$ cat config.mk
export PLATFORM = sky130hd
export DESIGN_NAME = press_gen_flat
export DESIGN_NICKNAME = d
export VERILOG_FILES = /design/src/rtl/press_gen_pkg.sv /design/src/rtl/press_gen_if.sv /design/src/rtl/press_gen.sv /design/src/flat_wrapper.sv
export SDC_FILE = /design/constraint.sdc
export NUM_CORES = 1
export LEC_CHECK = 0
export ABC_AREA = 1
export CAP_MARGIN = 25
export CORE_UTILIZATION = 35
export CTS_CLUSTER_SIZE = 30
export DETAILED_ROUTE_END_ITERATION = 8
export PLACE_DENSITY = 0.55
export SYNTH_ARGS = -nofsm -noshare
export SYNTH_HDL_FRONTEND = slang
export SYNTH_SLANG_ARGS = --single-unit
$ cat constraint.sdc
create_clock -name clk -period 3 [get_ports clk]
set_input_delay 0.6 -clock clk [delete_from_list [all_inputs] [get_ports clk]]
set_output_delay 0.6 -clock clk [all_outputs]
set_load 0.01 [all_outputs]
$ cat src/rtl/press_gen_pkg.sv
// Shared definitions for the press-line generator: FSM state encoding and guard-time formula.
package press_gen_pkg;

  typedef enum logic [1:0] {
    ST_IDLE   = 2'd0,
    ST_ASSERT = 2'd1,
    ST_GAP    = 2'd2,
    ST_DONE   = 2'd3
  } state_e;

  // Guard time in ticks for a given counter width: 2^(width-1) + 2.
  function automatic logic [32:0] guard_ticks(input int unsigned width);
    return (33'd1 << (width - 32'd1)) + 33'd2;
  endfunction

endpackage

$ cat src/rtl/press_gen_if.sv
// Request/status bundle between a press-line controller and press_gen.
interface press_gen_if #(
  parameter int WIDTH = 17
);
  logic             tick_en;
  logic             req;
  logic [WIDTH-1:0] len;
  logic [3:0]       rep;
  logic             out;
  logic             busy;
  logic             done;
  logic             ovf;

  modport master (output tick_en, req, len, rep, input out, busy, done, ovf);
  modport slave  (input tick_en, req, len, rep, output out, busy, done, ovf);
endinterface

$ cat src/rtl/press_gen.sv
// Press-line pulse generator with a one-deep pending request slot.
// Optional feature macro PRESS_GEN_REPEAT_EN: each request yields rep+1 presses.
module press_gen
  import press_gen_pkg::*;
#(
  parameter int   WIDTH    = 17,
  parameter logic IDLE_LVL = 1'b1
) (
  input  logic        clk,
  input  logic        reset,
  press_gen_if.slave  bus
);

  localparam logic [32:0]    GUARD_FULL = guard_ticks(WIDTH);
  localparam logic [WIDTH:0] GUARD      = GUARD_FULL[WIDTH:0];
  localparam logic [WIDTH:0] CNT_ZERO   = {(WIDTH + 1){1'b0}};
  localparam logic [WIDTH:0] CNT_ONE    = {{WIDTH{1'b0}}, 1'b1};

  state_e           state_q, state_d;
  logic [WIDTH:0]   cnt_q, cnt_d;
  logic [WIDTH:0]   hold_q, hold_d;
  logic [WIDTH:0]   cnt_inc;
  logic             pend_vld_q, pend_vld_d;
  logic [WIDTH-1:0] pend_len_q, pend_len_d;
  logic             out_q, out_d;
  logic             busy_q, busy_d;
  logic             done_q, done_d;
  logic             ovf_q, ovf_d;
`ifdef PRESS_GEN_REPEAT_EN
  logic [3:0]       rep_cnt_q, rep_cnt_d;
  logic [3:0]       pend_rep_q, pend_rep_d;
`endif

  // Hold length is compared one bit wider than len so the guard clamp never truncates.
  function automatic logic [WIDTH:0] hold_of(input logic [WIDTH-1:0] l);
    logic [WIDTH:0] ext;
    ext = {1'b0, l};
    if (ext > GUARD) begin
      return ext;
    end else begin
      return GUARD;
    end
  endfunction

  assign cnt_inc = cnt_q + CNT_ONE;

  // Next-state, counter, pending-slot and output decode.
  always_comb begin
    state_d    = state_q;
    cnt_d      = cnt_q;
    hold_d     = hold_q;
    pend_vld_d = pend_vld_q;
    pend_len_d = pend_len_q;
    ovf_d      = 1'b0;
`ifdef PRESS_GEN_REPEAT_EN
    rep_cnt_d  = rep_cnt_q;
    pend_rep_d = pend_rep_q;
`endif

    case (state_q)
      ST_IDLE: begin
        // A tick in the request cycle is deliberately not counted.
        if (bus.req) begin
          state_d = ST_ASSERT;
          cnt_d   = CNT_ZERO;
          hold_d  = hold_of(bus.len);
`ifdef PRESS_GEN_REPEAT_EN
          rep_cnt_d = bus.rep;
`endif
        end else begin
          state_d = ST_IDLE;
        end
      end
      ST_ASSERT: begin
        if (bus.tick_en) begin
          if (cnt_inc == hold_q) begin
            state_d = ST_GAP;
            cnt_d   = CNT_ZERO;
          end else begin
            cnt_d = cnt_inc;
          end
        end else begin
          cnt_d = cnt_q;
        end
      end
      ST_GAP: begin
        if (bus.tick_en) begin
          cnt_d = CNT_ZERO;
`ifdef PRESS_GEN_REPEAT_EN
          if (cnt_inc != GUARD) begin
            cnt_d = cnt_inc;
          end else if (rep_cnt_q != 4'd0) begin
            state_d   = ST_ASSERT;
            rep_cnt_d = rep_cnt_q - 4'd1;
          end else begin
            state_d = ST_DONE;
          end
`else
          if (cnt_inc != GUARD) begin
            cnt_d = cnt_inc;
          end else begin
            state_d = ST_DONE;
          end
`endif
        end else begin
          cnt_d = cnt_q;
        end
      end
      ST_DONE: begin
        cnt_d = CNT_ZERO;
        if (pend_vld_q) begin
          state_d    = ST_ASSERT;
          hold_d     = hold_of(pend_len_q);
          pend_vld_d = 1'b0;
`ifdef PRESS_GEN_REPEAT_EN
          rep_cnt_d  = pend_rep_q;
`endif
        end else if (bus.req) begin
          // Slot is empty, so the request latched now is consumed at once.
          state_d = ST_ASSERT;
          hold_d  = hold_of(bus.len);
`ifdef PRESS_GEN_REPEAT_EN
          rep_cnt_d = bus.rep;
`endif
        end else begin
          state_d = ST_IDLE;
        end
      end
      default: begin
        state_d = ST_IDLE;
        cnt_d   = CNT_ZERO;
      end
    endcase

    if (bus.req && (state_q != ST_IDLE)) begin
      if (pend_vld_q) begin
        ovf_d = 1'b1;
      end else if (state_q != ST_DONE) begin
        pend_vld_d = 1'b1;
        pend_len_d = bus.len;
`ifdef PRESS_GEN_REPEAT_EN
        pend_rep_d = bus.rep;
`endif
      end else begin
        pend_vld_d = pend_vld_q;
      end
    end else begin
      ovf_d = 1'b0;
    end

    out_d  = (state_d == ST_ASSERT) ? ~IDLE_LVL : IDLE_LVL;
    busy_d = (state_d != ST_IDLE);
    done_d = (state_d == ST_DONE);
  end

  // State and output registers with synchronous reset.
  always_ff @(posedge clk) begin
    if (reset) begin
      state_q    <= ST_IDLE;
      cnt_q      <= CNT_ZERO;
      hold_q     <= CNT_ZERO;
      pend_vld_q <= 1'b0;
      pend_len_q <= {WIDTH{1'b0}};
      out_q      <= IDLE_LVL;
      busy_q     <= 1'b0;
      done_q     <= 1'b0;
      ovf_q      <= 1'b0;
`ifdef PRESS_GEN_REPEAT_EN
      rep_cnt_q  <= 4'd0;
      pend_rep_q <= 4'd0;
`endif
    end else begin
      state_q    <= state_d;
      cnt_q      <= cnt_d;
      hold_q     <= hold_d;
      pend_vld_q <= pend_vld_d;
      pend_len_q <= pend_len_d;
      out_q      <= out_d;
      busy_q     <= busy_d;
      done_q     <= done_d;
      ovf_q      <= ovf_d;
`ifdef PRESS_GEN_REPEAT_EN
      rep_cnt_q  <= rep_cnt_d;
      pend_rep_q <= pend_rep_d;
`endif
    end
  end

  assign bus.out  = out_q;
  assign bus.busy = busy_q;
  assign bus.done = done_q;
  assign bus.ovf  = ovf_q;

endmodule

$ cat src/flat_wrapper.sv
// flat-port wrapper written by rule: the top's interface ports become plain ports
module press_gen_flat import press_gen_pkg::*;
#(
  parameter int   WIDTH    = 17,
  parameter logic IDLE_LVL = 1'b1
)
  (clk, reset, bus_tick_en, bus_req, bus_len, bus_rep, bus_out, bus_busy, bus_done, bus_ovf);
  press_gen_if #(.WIDTH(WIDTH)) bus_i ();
  input  logic clk;
  input  logic reset;
  input wire logic [$bits(bus_i.tick_en)-1:0] bus_tick_en;
  input wire logic [$bits(bus_i.req)-1:0] bus_req;
  input wire logic [$bits(bus_i.len)-1:0] bus_len;
  input wire logic [$bits(bus_i.rep)-1:0] bus_rep;
  output wire logic [$bits(bus_i.out)-1:0] bus_out;
  output wire logic [$bits(bus_i.busy)-1:0] bus_busy;
  output wire logic [$bits(bus_i.done)-1:0] bus_done;
  output wire logic [$bits(bus_i.ovf)-1:0] bus_ovf;
  assign bus_i.tick_en = bus_tick_en;
  assign bus_i.req = bus_req;
  assign bus_i.len = bus_len;
  assign bus_i.rep = bus_rep;
  assign bus_out = bus_i.out;
  assign bus_busy = bus_i.busy;
  assign bus_done = bus_i.done;
  assign bus_ovf = bus_i.ovf;
  press_gen #(.WIDTH(WIDTH), .IDLE_LVL(IDLE_LVL)) u_core (.clk(clk), .reset(reset), .bus(bus_i));
endmodule
==> Word level (Yosys, flattened, before mapping) <==
Cells that the tools add are included.
{ "totals": {"register_bits": 60, "elab_cells": 57, "output_inout_bits": 4, "in_bits": 25} }
{ "op_classes": {"add_sub_neg": 1, "muxes": 24, "n_reduce_logical": 8, "n_eq_ne": 11, "order_cmp": 2, "bitwise_logic": 2} }
{ "op_table": {"columns": ["cell", "n"], "rows": [
  ["$mux W18", 7],
  ["$pmux W18 S4", 1],
  ["$pmux W18 S2", 1],
  ["$gt A17 B17 Y1 const B", 2],
  ["$mux W17", 2],
  ["$add A18 B1 Y18 const B", 1],
  ["$eq A18 B18 Y1", 1],
  ["$ne A18 B17 Y1 const B", 1],
  ["$mux W2", 5],
  ["$ne A2 B2 Y1 const B", 4],
  ["$pmux W2 S4", 1],
  ["$mux W1", 7],
  ["$eq A2 B2 Y1 const B", 3],
  ["$reduce_and A3 Y1", 2],
  ["$reduce_bool A2 Y1", 3],
  ["$eq A2 B1 Y1 const B", 2],
  ["$logic_not A2 Y1", 1],
  ["$not A1 Y1", 2],
  ["$reduce_or A2 Y1", 1],
  ["$logic_and A1 B1 Y1", 1]
]} }

==> Depth between registers and ports, before layout <==
Gate-level depths: netlist of the first run.
{ "depth": {"word_depth": 7, "depth_mapped": 17, "ltp_nobuf": 17} }

==> Least setup slack after synthesis of the first run <==
No wires, ideal clock.
{ "synth_timing": {"path_type": "register to register", "from": "register u_core.cnt_q[0]", "to": "register u_core.cnt_q[11]", "t_arrival_ps": 1965, "setup_ps": 138, "path_buffers": 1, "t_required_ps": 2862, "slack_ps": 897, "path_stages_with_launch": 16, "synth_period_minus_slack_ps": 2103, "path_cell_list": "dfxtp_1 ha_1 nand2_2 nor2_4 nand2_2 o21bai_2 nand2_1 xor2_1 nand2_1 nor2_2 nand2_2 nand2_2 o21ai_4 buf_8 nand2_2 a21oi_2"} }
{ "synth_between": {"elab_chain_len": 5, "elab_cells_between_ends": 8, "classes_between": "add/sub (1); eq/ne (2); mux (5)"} }
{ "synth_rtl": {"columns": ["item", "line_no", "rtl"], "rows": [
  ["from (decl)", "press_gen.sv:20", "logic [WIDTH:0] cnt_q, cnt_d;"],
  ["from (signal assigned)", "press_gen.sv:174", "cnt_q <= cnt_d;"],
  ["$add A18 B1 Y18 (*)", "press_gen.sv:45", "assign cnt_inc = cnt_q + CNT_ONE;"],
  ["$ne A18 B17 Y1 / $eq A18 B18 Y1 (equally long branches)", "press_gen.sv:99, press_gen.sv:76", null],
  ["$mux W18 (on tied branches)", "press_gen.sv:99, press_gen.sv:76", null],
  ["$mux W18 (on tied branches)", "press_gen.sv:87, press_gen.sv:75", null],
  ["$pmux W18 S4 (*)", "press_gen.sv:60", "case (state_q)"]
]} }
Every way passes the cells marked *; elsewhere a longest branch is shown, timed or not. The select of a mux whose other input is x is not followed.
A chain may end at the register's enable or synchronous reset.

==> Worst setup path in the final report of the first run <==
{ "layout_timing": {"from": "register u_core.cnt_q[1]", "to": "register u_core.cnt_q[4]"} }
The elaborated chain is that of the path after synthesis.

==> results of run 1 <==
-- cells by family after synthesis --
| family | Yosys count | synth area share, % |
|---|---|---|
| xor gates and xnor gates | 6 | 1.79 |
| buffers and inverters | 87 | 8.97 |
| AOI/OAI and AO/OA | 122 | 20.1 |
| DFF | 60 | 31.8 |
| adders and majority gates | 8 | 2.65 |
| and+or+nand+nor | 292 | 34.7 |
-- metrics by stage --
stage	util (%)	total power, mW
2_1_floorplan	-	1.06
3_3_place_gp	40.1	1.16
3_5_place_dp	40.1	1.16
4_1_cts	42.3	1.99
5_1_grt	42.3	2.08
6_report	42.3	1.98
-- flip-flops by register name, summed over array words and instances (netlist names), 2 cells and up --
signal / count
u_core.hold_q: 18
u_core.cnt_q: 18
u_core.state_q: 2
u_core.pend_len_q: 17
-- area by class of cell --
cell class	instances	share of cell area [%]
timing repair buffer	34	7.16
multi-input combinational	428	50.9
clock buffer	9	2.81
sequential	60	27.3
clock inverter	7	2.30
tap	136	3.86
inverter	67	5.71
-- worst paths after layout --
| path | start | endpoint | cells after the start |
|---|---|---|---|
| min | u_core.hold_q[17]$_SDFFE_PP0P_ | u_core.hold_q[17]$_SDFFE_PP0P_ | 2 |
| max reg2reg | u_core.cnt_q[1]$_SDFFE_PP0P_ | u_core.cnt_q[4]$_SDFFE_PP0P_ | 15 |
| max | u_core.cnt_q[1]$_SDFFE_PP0P_ | u_core.cnt_q[4]$_SDFFE_PP0P_ | 15 |
| min reg2reg | u_core.hold_q[17]$_SDFFE_PP0P_ | u_core.hold_q[17]$_SDFFE_PP0P_ | 2 |
-- layer usage --
metal | track usage (%) | part of all wire [%] | vias up
met1 | 25.5 | 46 | 1784
met4 | 7.84 | 2.2 | 0
met5 | 0 | 0 | -
met3 | 4.41 | 4.7 | 20
li1 | - | - | 1951
met2 | 33.8 | 47 | 90
-- power by group through the flow --
stage	sequential [mW]	clock, mW	combinational [mW]
3_5_place_dp	0.894	0	0.271
5_1_grt	0.882	0.891	0.307
6_report	0.876	0.833	0.272
4_1_cts	0.875	0.846	0.272
3_3_place_gp	0.893	0	0.268
2_1_floorplan	0.879	0	0.181
-- cells in the mapped netlist, drive strengths merged --
master	number
nand2	159
nor2	73
inv	64
dfxtp	60
a21oi	47
o21ai	47
nand3	36
clkbuf	16
nand4	14
o211ai	9
ha	8
a41oi	5
o21bai	5
xor2	5
buf	4
nor3	4
nor4	4
a221oi	3
clkinv	3
nand3b	2
o2111ai	2
a21boi	1
a221o	1
a31oi	1
o21ba	1
xor3	1
-- worst max-delay path: cells and delay by family (launching register included) --
family | cells | cell delay [ns]
and+or+nand+nor | 10 | 1.28
buffers and inverters | 2 | 0.34
adders and majority gates | 1 | 0.24
DFF | 1 | 0.41
AOI/OAI and AO/OA | 2 | 0.13
==> key figures, run 1 <==
Job
  • Max-cap violation count: 0

Worst setup path
  • CP endpoint kind: register
  • Worst path slowest cell: dfxtp_1
  • Most frequent CP cell: nand2_1
  • Crit path DAT: 2.76 ns
  • Kind of critical path: reg -> reg
  • Startpoint Class: register
  • WP data required: 3.22 ns
  • Flop2flop setup slack: 0.46 ns
  • CP Max Fanout: 16
  • CP Cell Sequence: ha_1 -> nand2_2 -> nor2_4 -> nand3_1 -> nand2_1 -> nand2_1 -> inv_1 -> nand2_1 -> nor2_1 -> nand2_1 -> nor3_2 -> o21ai_4 -> buf_4 -> nand2_1 -> a21oi_1
  • Crit path largest cell delay: 0.41 ns

Cells and area
  • Antenna diodes: 0
  • Seq. cell area: 1200 um2
  • Share of cells above drive strength 1: 12.2%
  • Most frequent cells in the layout: nand2_1, nor2_1, inv_1, dfxtp_1, o21ai_0
  • Nets@finish: 633
  • Area occupied by multi-input gates: 2240 um2
  • Final Cell Area: 4410 um2
  • Fin cells: 741
  • Area growth syn-to-layout: 16.6%
  • Layout fillers: 1130
  • Commonest non-fill, non-tap cell in the layout: nand2_1

Yosys
  • Synthesized Nets: 608
  • Synth Register Bits: 60
  • Share of Yosys cell area claimed by the top area cell type: 31.8%
  • Post-Syn Instances: 575
  • Syn Area/Cell: 6.57 um2
  • Area contributors post-synth: dfxtp_1, nand2_1, nor2_1
  • Synthesized area: 3780 um2
  • Yosys warns: 0
  • Distinct cells, synth: 38
  • Yosys top cell by area: dfxtp_1
  • Sequential fraction of the synthesis area: 31.8%

Global route
  • First-pass GRT wire length: 18000 um
  • Largest net degree at the start of global routing: 33
  • GR Overflow Total: 0
  • Initial antenna violation count: 0
  • Tot GR Track Use: 20.3%
  • Number of global-route vias before repair: 3767

Route
  • Post-DR wirelength/cell: 14.1 um
  • ANT nets after route: 0
  • # DRC: 0
  • Vias: 3845
  • Drt first-iter violations: 157
  • Vias/cell: 5.19
  • WL final: 10500 um
  • TritonRoute pass-1 iters: 5

STA
  • Setup ws final: 0.458 ns
  • RSZ-0062 raised after global routing: no
  • Period Utilization, post-route: 84.7%
  • Final slew viol count: 0
  • Hold Slack: 0.472 ns
  • Slew @ Worst Pin: 0.813 ns
  • Setup violations, final: 0
  • Fin. Hold Viols: 0
  • Minimum clock period: 2.54 ns
  • Maximum clock frequency: 393 MHz
  • Final Skew: 0.0128 ns
  • Max_slew headroom: 45.8%
  • Final TNS setup: 0 ns

Floorplanning
  • # IOs: 29
  • Die area: 11200 um2
  • Core footprint: 10400 um2
  • FP Rows: 37
  • Die Ht: 106 um
  • Effective utilization at floorplan: 36.3%
  • Die span in x: 106 um

Clock tree
  • Clock Latency Late Sink: 0.34 ns
  • Setup Fix Bufs, Post-CTS: 0
  • CTS hold repair buffers: 0
  • Sink Count: 60
  • Clk buf depth: 2
  • Cts bufs inserted: 9
  • CTS tree: yes
  • Post-CTS resize count: 0
  • Clk root buf: clkbuf_8
  • Clock-pin slew on the worst setup and hold paths: 0.08 ns
  • H-tree Lvls: 3

Power and ir drop
  • Flop pwr share: 44.2%
  • Sw frac: 28.5%
  • Leakage power: 1.73 nW
  • Net Switching: 0.565 mW
  • Clock share of power: 42.1%
  • Comb pwr share: 13.7%
  • Maximum vdd drop: 239 uV
  • Int Pwr: 1.42 mW
  • Pwr/cell area: 450 nW/um2

Status
  • Status: completed

Place
  • Routability cong.: 0.826
  • Port Buffers: 24
  • DP Area: 4180 um2
  • Setup WS pre-CTS: 0.482 ns
  • Detailed Place HPWL: 7810 um
  • Placed cell count: 725

Hold path
  • Hold Path Class: reg -> reg
No activity file was read; power rests on OpenSTA's default activity.
==> inputs of run 2 (changes only) <==
--- a/config.mk
+++ b/config.mk
@@ -10,7 +10,7 @@
 export CORE_UTILIZATION = 35
 export CTS_CLUSTER_SIZE = 30
 export DETAILED_ROUTE_END_ITERATION = 8
-export PLACE_DENSITY = 0.55
+export PLACE_DENSITY = 0.57
 export SYNTH_ARGS = -nofsm -noshare
 export SYNTH_HDL_FRONTEND = slang
 export SYNTH_SLANG_ARGS = --single-unit
==> constraint.sdc (replaced) <==
create_clock -name clk -period 2.1 [get_ports clk]
set_input_delay 0.42 -clock clk [delete_from_list [all_inputs] [get_ports clk]]
set_output_delay 0.42 -clock clk [all_outputs]
set_load 0.01 [all_outputs]
==> run 2 against run 1 <==
Compared with the run above: the run now ends with negative setup slack left; critical path depth rose by 3; largest power group unchanged; core utilization rose by 5.6 points; combinational power rose by 61%.
==> key figures, run 2 (synthesis results as in run 1) <==
Status
  • Status: finished, violations left (was completed)
  • Failing checks: negative setup slack

Worst setup path
  • Kind of critical path: reg -> reg (unchanged)
  • CP Launch Point: u_core.cnt_q[0]$_SDFFE_PP0P_ (was u_core.cnt_q[1]$_SDFFE_PP0P_)
  • Flop2flop setup slack: -0.12 ns (was 0.46 ns)
  • Critical R2R Launch: u_core.cnt_q[0]$_SDFFE_PP0P_ (was u_core.cnt_q[1]$_SDFFE_PP0P_)
  • WP data required: 2.32 ns (was 3.22 ns)
  • FF-to-FF End: u_core.cnt_q[7]$_SDFFE_PP0P_ (was u_core.cnt_q[4]$_SDFFE_PP0P_)
  • R2R cell count: 18 (was 15)
  • Worst Setup EP: u_core.cnt_q[7]$_SDFFE_PP0P_ (was u_core.cnt_q[4]$_SDFFE_PP0P_)
  • CP Max Fanout: 12 (was 16)
  • Crit path DAT: 2.44 ns (was 2.76 ns)
  • Startpoint Class: register (unchanged)
  • CP endpoint kind: register (unchanged)

Power and ir drop
  • Pwr/cell area: 553 nW/um2 (was 450 nW/um2)
  • Leakage power: 2.04 nW (was 1.73 nW)
  • Comb pwr share: 15.9% (was 13.7%)
  • Sw frac: 28.6% (was 28.5%)
  • Clock share of power: 38.8% (was 42.1%)
  • Flop pwr share: 45.3% (was 44.2%)
  • Int Pwr: 1.97 mW (was 1.42 mW)
  • Net Switching: 0.790 mW (was 0.565 mW)
  • Maximum vdd drop: 346 uV (was 239 uV)

Place
  • Detailed Place HPWL: 8170 um (was 7810 um)
  • Port Buffers: 24 (unchanged)
  • DP Area: 4590 um2 (was 4180 um2)
  • Routability cong.: 0.862 (was 0.826)
  • Placed cell count: 773 (was 725)

STA
  • Fin. Hold Viols: 0 (unchanged)
  • Slew @ Worst Pin: 0.394 ns (was 0.813 ns)
  • Setup violations, final: 22 (was 0)
  • Final Skew: 0.0100 ns (was 0.0128 ns)
  • Final TNS setup: -2.11 ns (was 0 ns)
  • RSZ-0062 raised after global routing: yes (was no)
  • Minimum clock period: 2.22 ns (was 2.54 ns)
  • Maximum clock frequency: 450 MHz (was 393 MHz)
  • Final slew viol count: 0 (unchanged)
  • Max_slew headroom: 73.7% (was 45.8%)
  • Period Utilization, post-route: 106% (was 84.7%)
  • Setup ws final: -0.123 ns (was 0.458 ns)

Cells and area
  • Antenna diodes: 0 (unchanged)
  • Area growth syn-to-layout: 32.0% (was 16.6%)
  • Fin cells: 795 (was 741)
  • Nets@finish: 687 (was 633)
  • Commonest non-fill, non-tap cell in the layout: nand2_1 (unchanged)
  • Largest registers: u_core.cnt_q: 18 flops, u_core.hold_q: 18 flops, u_core.pend_len_q: 17 flops (unchanged)
  • Share of cells above drive strength 1: 23.4% (was 12.2%)
  • Layout fillers: 1091 (was 1130)
  • Final Cell Area: 4990 um2 (was 4410 um2)
  • Most frequent cells in the layout: nand2_1, nor2_1, inv_1, buf_4, dfxtp_1 (was nand2_1, nor2_1, inv_1, dfxtp_1, o21ai_0)

Floorplanning
  • FP Rows: 37 (unchanged)
  • Effective utilization at floorplan: 36.3% (unchanged)
  • Die Ht: 106 um (unchanged)
  • # IOs: 29 (unchanged)
  • Core footprint: 10400 um2 (unchanged)
  • Die area: 11200 um2 (unchanged)
  • Die span in x: 106 um (unchanged)

Clock tree
  • Clock Latency Late Sink: 0.34 ns (about the same)
  • Cts bufs inserted: 9 (unchanged)
  • Clock-pin slew on the worst setup and hold paths: 0.08 ns (about the same)
  • Sink Count: 60 (unchanged)
  • CTS tree: yes (unchanged)
  • Clk buf depth: 2 (unchanged)
  • H-tree Lvls: 3 (unchanged)
  • CTS hold repair buffers: 0 (unchanged)
  • Clk root buf: clkbuf_8 (unchanged)

Global route
  • M1 GR Usage: 27.1% (was 25.5%)
  • GR Overflow Total: 0 (unchanged)
  • First-pass GRT wire length: 18600 um (was 18000 um)
  • Met2 usage: 35.1% (was 33.8%)
  • Number of global-route vias before repair: 3888 (was 3767)
  • Largest net degree at the start of global routing: 33 (unchanged)
  • GR peak layer: met2 (unchanged)
  • Initial antenna violation count: 0 (unchanged)
  • Tot GR Track Use: 20.9% (was 20.3%)
  • Met3 Track Usage GR: 2.76% (was 4.41%)

Route
  • WL final: 10900 um (was 10500 um)
  • # DRC: 0 (unchanged)
  • TritonRoute pass-1 iters: 4 (was 5)
  • Post-DR wirelength/cell: 13.8 um (was 14.1 um)
  • Vias/cell: 4.99 (was 5.19)
  • Drt first-iter violations: 187 (was 157)
  • Vias: 3971 (was 3845)
  • ANT nets after route: 0 (unchanged)

Hold path
  • Hold Path Class: reg -> reg (unchanged)

Job
  • Max-cap violation count: 0 (unchanged)
[run 2: changes by cell type in the layout (fill, tap and decap cells not counted), moves of 3 or more]
| cell | change |
|---|---|
| buf_4 | +47 |
| dfxtp_1 | -5 |
| dfxtp_2 | +5 |
| nand2_2 | +10 |
| nor2_1 | -3 |
| nand2_1 | -12 |
| nor2_4 | +4 |
| buf_12 | +5 |
[run 2: layer usage]
layer / up-vias / part of all wire (%)
li1: 2047 / -
met1: 1837 / 47
met2: 75 / 48
met3: 12 / 3.1
met4: 0 / 1.6
met5: - / 0
[run 2: cell type report]
type	count	area, um2	share of cell area, %
Timing Repair Buffer	88	791	15.9
Clock inverter	4	48.8	0.978
Tap cell	136	170	3.41
Inverter	67	251	5.04
Sequential cell	60	1210	24.2
Clock buffer	12	145	2.91
Multi-Input combinational cell	428	2370	47.6
[run 2: stage by stage]
step	utilization, %	total power [mW]	hold slack (ns)	setup WS, ns
after floorplan	-	1.52	0.439	0.0259
after global placement	44.1	1.69	0.450	-0.118
after detailed placement	44.1	1.69	0.459	-0.178
after CTS	47.2	2.77	0.469	-0.154
after global routing	47.9	2.89	0.505	-0.275
final	47.9	2.76	0.478	-0.123
[run 2: what timing repair did]
| action | in CTS | in global routing |
|---|---|---|
| pin swaps | 9 | 6 |
| buffers inserted | 3 | 3 |
| endpoints found under the setup margin | 23 | 23 |
| gates resized for setup | 23 | 16 |
[run 2: worst max-delay path, stage by stage (launching register included)]
cell and delay, ns:
dfxtp_2 0.36, ha_4 0.16, nand2_4 0.06, nor2_4 0.19, buf_12 0.14, nand3_2 0.07, nand2_2 0.08, nand2_2 0.06
nand2_1 0.06, nand2_1 0.05, nor2_1 0.11, nand2_1 0.12, nor2_4 0.15, nand2_2 0.06, nand2_2 0.08, o21ai_4 0.08
buf_12 0.15, nand2_2 0.06, a21oi_2 0.05
[run 2: power by group through the flow]
stage	Sequential (mW)	Combinational [mW]	Clock, mW
6_report	1.25	0.439	1.07
5_1_grt	1.26	0.488	1.14
4_1_cts	1.25	0.427	1.09
3_5_place_dp	1.27	0.419	0
3_3_place_gp	1.27	0.416	0
2_1_floorplan	1.26	0.259	0
[run 2: worst min path at each step]
stage / start / to / slack (ns) / depth (start not counted)
after floorplan: u_core.hold_q[17]$_SDFFE_PP0P_ / u_core.hold_q[17]$_SDFFE_PP0P_ / 0.44 / 2
after global placement: u_core.hold_q[17]$_SDFFE_PP0P_ / u_core.hold_q[17]$_SDFFE_PP0P_ / 0.45 / 2
after detailed placement: u_core.hold_q[17]$_SDFFE_PP0P_ / u_core.hold_q[17]$_SDFFE_PP0P_ / 0.46 / 2
after CTS: u_core.hold_q[17]$_SDFFE_PP0P_ / u_core.hold_q[17]$_SDFFE_PP0P_ / 0.47 / 2
after global routing: u_core.hold_q[17]$_SDFFE_PP0P_ / u_core.hold_q[17]$_SDFFE_PP0P_ / 0.50 / 2
final: u_core.hold_q[17]$_SDFFE_PP0P_ / u_core.hold_q[17]$_SDFFE_PP0P_ / 0.48 / 2
==> inputs of run 3 (changes only) <==
==> constraint.sdc (replaced) <==
create_clock -name clk -period 1.9 [get_ports clk]
set_input_delay 0.38 -clock clk [delete_from_list [all_inputs] [get_ports clk]]
set_output_delay 0.38 -clock clk [all_outputs]
set_load 0.01 [all_outputs]
==> run 3 against run 2 <==
Compared with the run above: the flow still finishes with violations (negative setup slack); wire length up 7.2%; power up 11%; die area unchanged; clock skew up 0.0031 ns; non-clock buffer count up 38; sequential power up 10%; clock power up 5%; worst hold slack worse by 0.012 ns; global-route usage up 0.84 points.
==> key figures, run 3 (synthesis results as in run 1) <==
Worst setup path
  • CP Max Fanout: 6 (was 12)
  • R2R cell count: 18 (unchanged)
  • Crit path DAT: 2.50 ns (was 2.44 ns)
  • FF-to-FF End: u_core.cnt_q[4]$_SDFFE_PP0P_ (was u_core.cnt_q[7]$_SDFFE_PP0P_)
  • Startpoint Class: register (unchanged)
  • CP Cell Sequence: ha_4 -> nand2_4 -> nor2_4 -> nand2_4 -> nor2_4 -> nand2_2 -> nand2_2 -> buf_6 -> nand2_2 -> nand2_2 -> nand3_2 -> nor2_4 -> nand2_2 -> nand2_4 -> o21ai_4 -> clkbuf_16 -> nand2_1 -> a21oi_1 (was ha_4 -> nand2_4 -> nor2_4 -> buf_12 -> nand3_2 -> nand2_2 -> nand2_2 -> nand2_1 -> nand2_1 -> nor2_1 -> nand2_1 -> nor2_4 -> nand2_2 -> nand2_2 -> o21ai_4 -> buf_12 -> nand2_2 -> a21oi_2)
  • Kind of critical path: reg -> reg (unchanged)
  • Worst path slowest cell: dfxtp_4 (was dfxtp_2)
  • Crit-path leading delay family: simple AND/OR/NAND/NOR gates (unchanged)
  • Flop2flop setup slack: -0.36 ns (was -0.12 ns)
  • CP endpoint kind: register (unchanged)
  • Crit path largest cell delay: 0.39 ns (was 0.36 ns)
  • WP data required: 2.14 ns (was 2.32 ns)
  • Crit path buf inv count: 2 (unchanged)
  • Critical R2R Launch: u_core.cnt_q[0]$_SDFFE_PP0P_ (unchanged)
  • Most frequent CP cell: nand2_2 (unchanged)
  • CP Depth: 18 (unchanged)

Clock tree
  • H-tree Lvls: 3 (unchanged)
  • Clk buf depth: 2 (unchanged)
  • Cts bufs inserted: 9 (unchanged)
  • CTS tree: yes (unchanged)
  • Clk root buf: clkbuf_8 (unchanged)
  • Clock Latency Late Sink: 0.36 ns (was 0.34 ns)
  • Clock-pin slew on the worst setup and hold paths: 0.07 ns (was 0.08 ns)
  • Sink Count: 60 (unchanged)

Cells and area
  • Share of cells above drive strength 1: 32.0% (was 23.4%)
  • Most frequent cells in the layout: nand2_1, buf_4, inv_1, nor2_1, dfxtp_1 (was nand2_1, nor2_1, inv_1, buf_4, dfxtp_1)
  • Largest registers: u_core.cnt_q: 18 flops, u_core.hold_q: 18 flops, u_core.pend_len_q: 17 flops (unchanged)
  • Antenna diodes: 0 (unchanged)
  • Final Cell Area: 5450 um2 (was 4990 um2)
  • Fin cells: 832 (was 795)
  • Commonest non-fill, non-tap cell in the layout: nand2_1 (unchanged)
  • Area growth syn-to-layout: 44.2% (was 32.0%)
  • Nets@finish: 725 (was 687)

STA
  • Maximum clock frequency: 443 MHz (was 450 MHz)
  • Setup violations, final: 23 (was 22)
  • Slew @ Worst Pin: 0.336 ns (was 0.394 ns)
  • Final Skew: 0.0132 ns (was 0.0100 ns)
  • Final slew viol count: 0 (unchanged)
  • Minimum clock period: 2.26 ns (was 2.22 ns)
  • Fin. Hold Viols: 0 (unchanged)
  • Setup ws final: -0.359 ns (was -0.123 ns)
  • Period Utilization, post-route: 119% (was 106%)
  • Max_slew headroom: 77.4% (was 73.7%)
  • RSZ-0062 raised after global routing: yes (unchanged)

Hold path
  • Hold Path Class: reg -> reg (unchanged)
  • Min-delay src: u_core.hold_q[17]$_SDFFE_PP0P_ (unchanged)
  • Hold path endpoint: u_core.hold_q[17]$_SDFFE_PP0P_ (unchanged)
  • Worst Hold Path Cells: 2 (unchanged)

Floorplanning
  • Die area: 11200 um2 (unchanged)
  • Die Ht: 106 um (unchanged)
  • Core footprint: 10400 um2 (unchanged)
  • # IOs: 29 (unchanged)
  • Effective utilization at floorplan: 36.3% (unchanged)
  • Die span in x: 106 um (unchanged)
  • FP Rows: 37 (unchanged)

Global route
  • GR Overflow Total: 0 (unchanged)
  • Met2 usage: 37.3% (was 35.1%)
  • Initial antenna violation count: 0 (unchanged)
  • Tot GR Track Use: 21.7% (was 20.9%)
  • GR peak layer: met2 (unchanged)
  • First-pass GRT wire length: 19000 um (was 18600 um)
  • M1 GR Usage: 27.2% (was 27.1%)
  • Number of global-route vias before repair: 3939 (was 3888)
  • Met3 Track Usage GR: 5.03% (was 2.76%)
  • Largest net degree at the start of global routing: 31 (was 33)

Job
  • Max-cap violation count: 0 (unchanged)

Place
  • Setup WS pre-CTS: -0.441 ns (was -0.178 ns)
  • Port Buffers: 24 (unchanged)
  • Routability cong.: 0.881 (was 0.862)
  • Placed cell count: 810 (was 773)
  • Detailed Place HPWL: 8680 um (was 8170 um)
  • DP Area: 4890 um2 (was 4590 um2)

Route
  • Vias/cell: 4.96 (was 4.99)
  • Vias: 4124 (was 3971)
  • Post-DR wirelength/cell: 14.1 um (was 13.8 um)
  • ANT nets after route: 0 (unchanged)
  • Drt first-iter violations: 143 (was 187)
  • # DRC: 0 (unchanged)
  • WL final: 11700 um (was 10900 um)
  • TritonRoute pass-1 iters: 5 (was 4)

Power and ir drop
  • Pwr/cell area: 561 nW/um2 (was 553 nW/um2)
  • Maximum vdd drop: 469 uV (was 346 uV)
  • Leakage power: 2.34 nW (was 2.04 nW)
  • Tot Pwr: 3.06 mW (was 2.76 mW)

Status
  • Status: finished, violations left (unchanged)
  • Failing checks: negative setup slack (unchanged)
run 3: stage by stage:
stage / util [%] / setup TNS [ns] / hold slack [ns]
6_report: 52.3 / -7.20 / 0.465
5_1_grt: 52.3 / -10.02 / 0.486
4_1_cts: 50.7 / -6.51 / 0.462
3_5_place_dp: 46.9 / -10.40 / 0.453
3_3_place_gp: 46.9 / -8.67 / 0.451
2_1_floorplan: - / -0.617 / 0.439
run 3: final cells by class:
| type | instances | area [um2] |
|---|---|---|
| Clock buffer | 12 | 166 |
| Clock inverter | 3 | 20.0 |
| Fill cell | 1031 | 4970 |
| Inverter | 67 | 254 |
| Multi-Input combinational cell | 428 | 2520 |
| Sequential cell | 60 | 1210 |
| Tap cell | 136 | 170 |
| Timing Repair Buffer | 126 | 1110 |
run 3: where the power goes:
| part | total [mW] | internal, mW | switching [mW] |
|---|---|---|---|
| logic | 0.563 | 0.262 | 0.302 |
| clock network | 1.12 | 0.579 | 0.537 |
| registers | 1.38 | 1.32 | 0.0565 |
| total | 3.06 | 2.16 | 0.895 |
run 3: worst min-delay path: cells and delay by family (launching register included):
family                 cells  cell delay, ns
DFF                        1            0.31
buffers and inverters      1            0.06
and+or+nand+nor            1            0.05
run 3: worst max path at each step:
stage / end / slack, ns / from
final: u_core.cnt_q[4]$_SDFFE_PP0P_ / -0.36 / u_core.cnt_q[0]$_SDFFE_PP0P_
after global routing: u_core.cnt_q[4]$_SDFFE_PP0P_ / -0.48 / u_core.cnt_q[0]$_SDFFE_PP0P_
after CTS: u_core.bus.done$_SDFF_PP0_ / -0.32 / u_core.cnt_q[0]$_SDFFE_PP0P_
after detailed placement: u_core.bus.out$_SDFF_PP1_ / -0.44 / u_core.cnt_q[3]$_SDFFE_PP0P_
after global placement: u_core.bus.out$_SDFF_PP1_ / -0.35 / u_core.cnt_q[6]$_SDFFE_PP0P_
after floorplan: u_core.cnt_q[11]$_SDFFE_PP0P_ / -0.06 / u_core.cnt_q[0]$_SDFFE_PP0P_
run 3: metal layers:
metal,up-vias,wire length [um]
li1,2129,-
met1,1884,5410
met2,94,5560
met3,17,549
met4,0,217
met5,-,0
run 3: timing repair:
item                                    4_1_cts  5_1_grt
hold buffers                                  0        0
gates cloned                                  0        1
setup buffers                                 5        1
pin swaps                                    24       23
endpoints found under the setup margin       23       26
resized for setup                            47       38
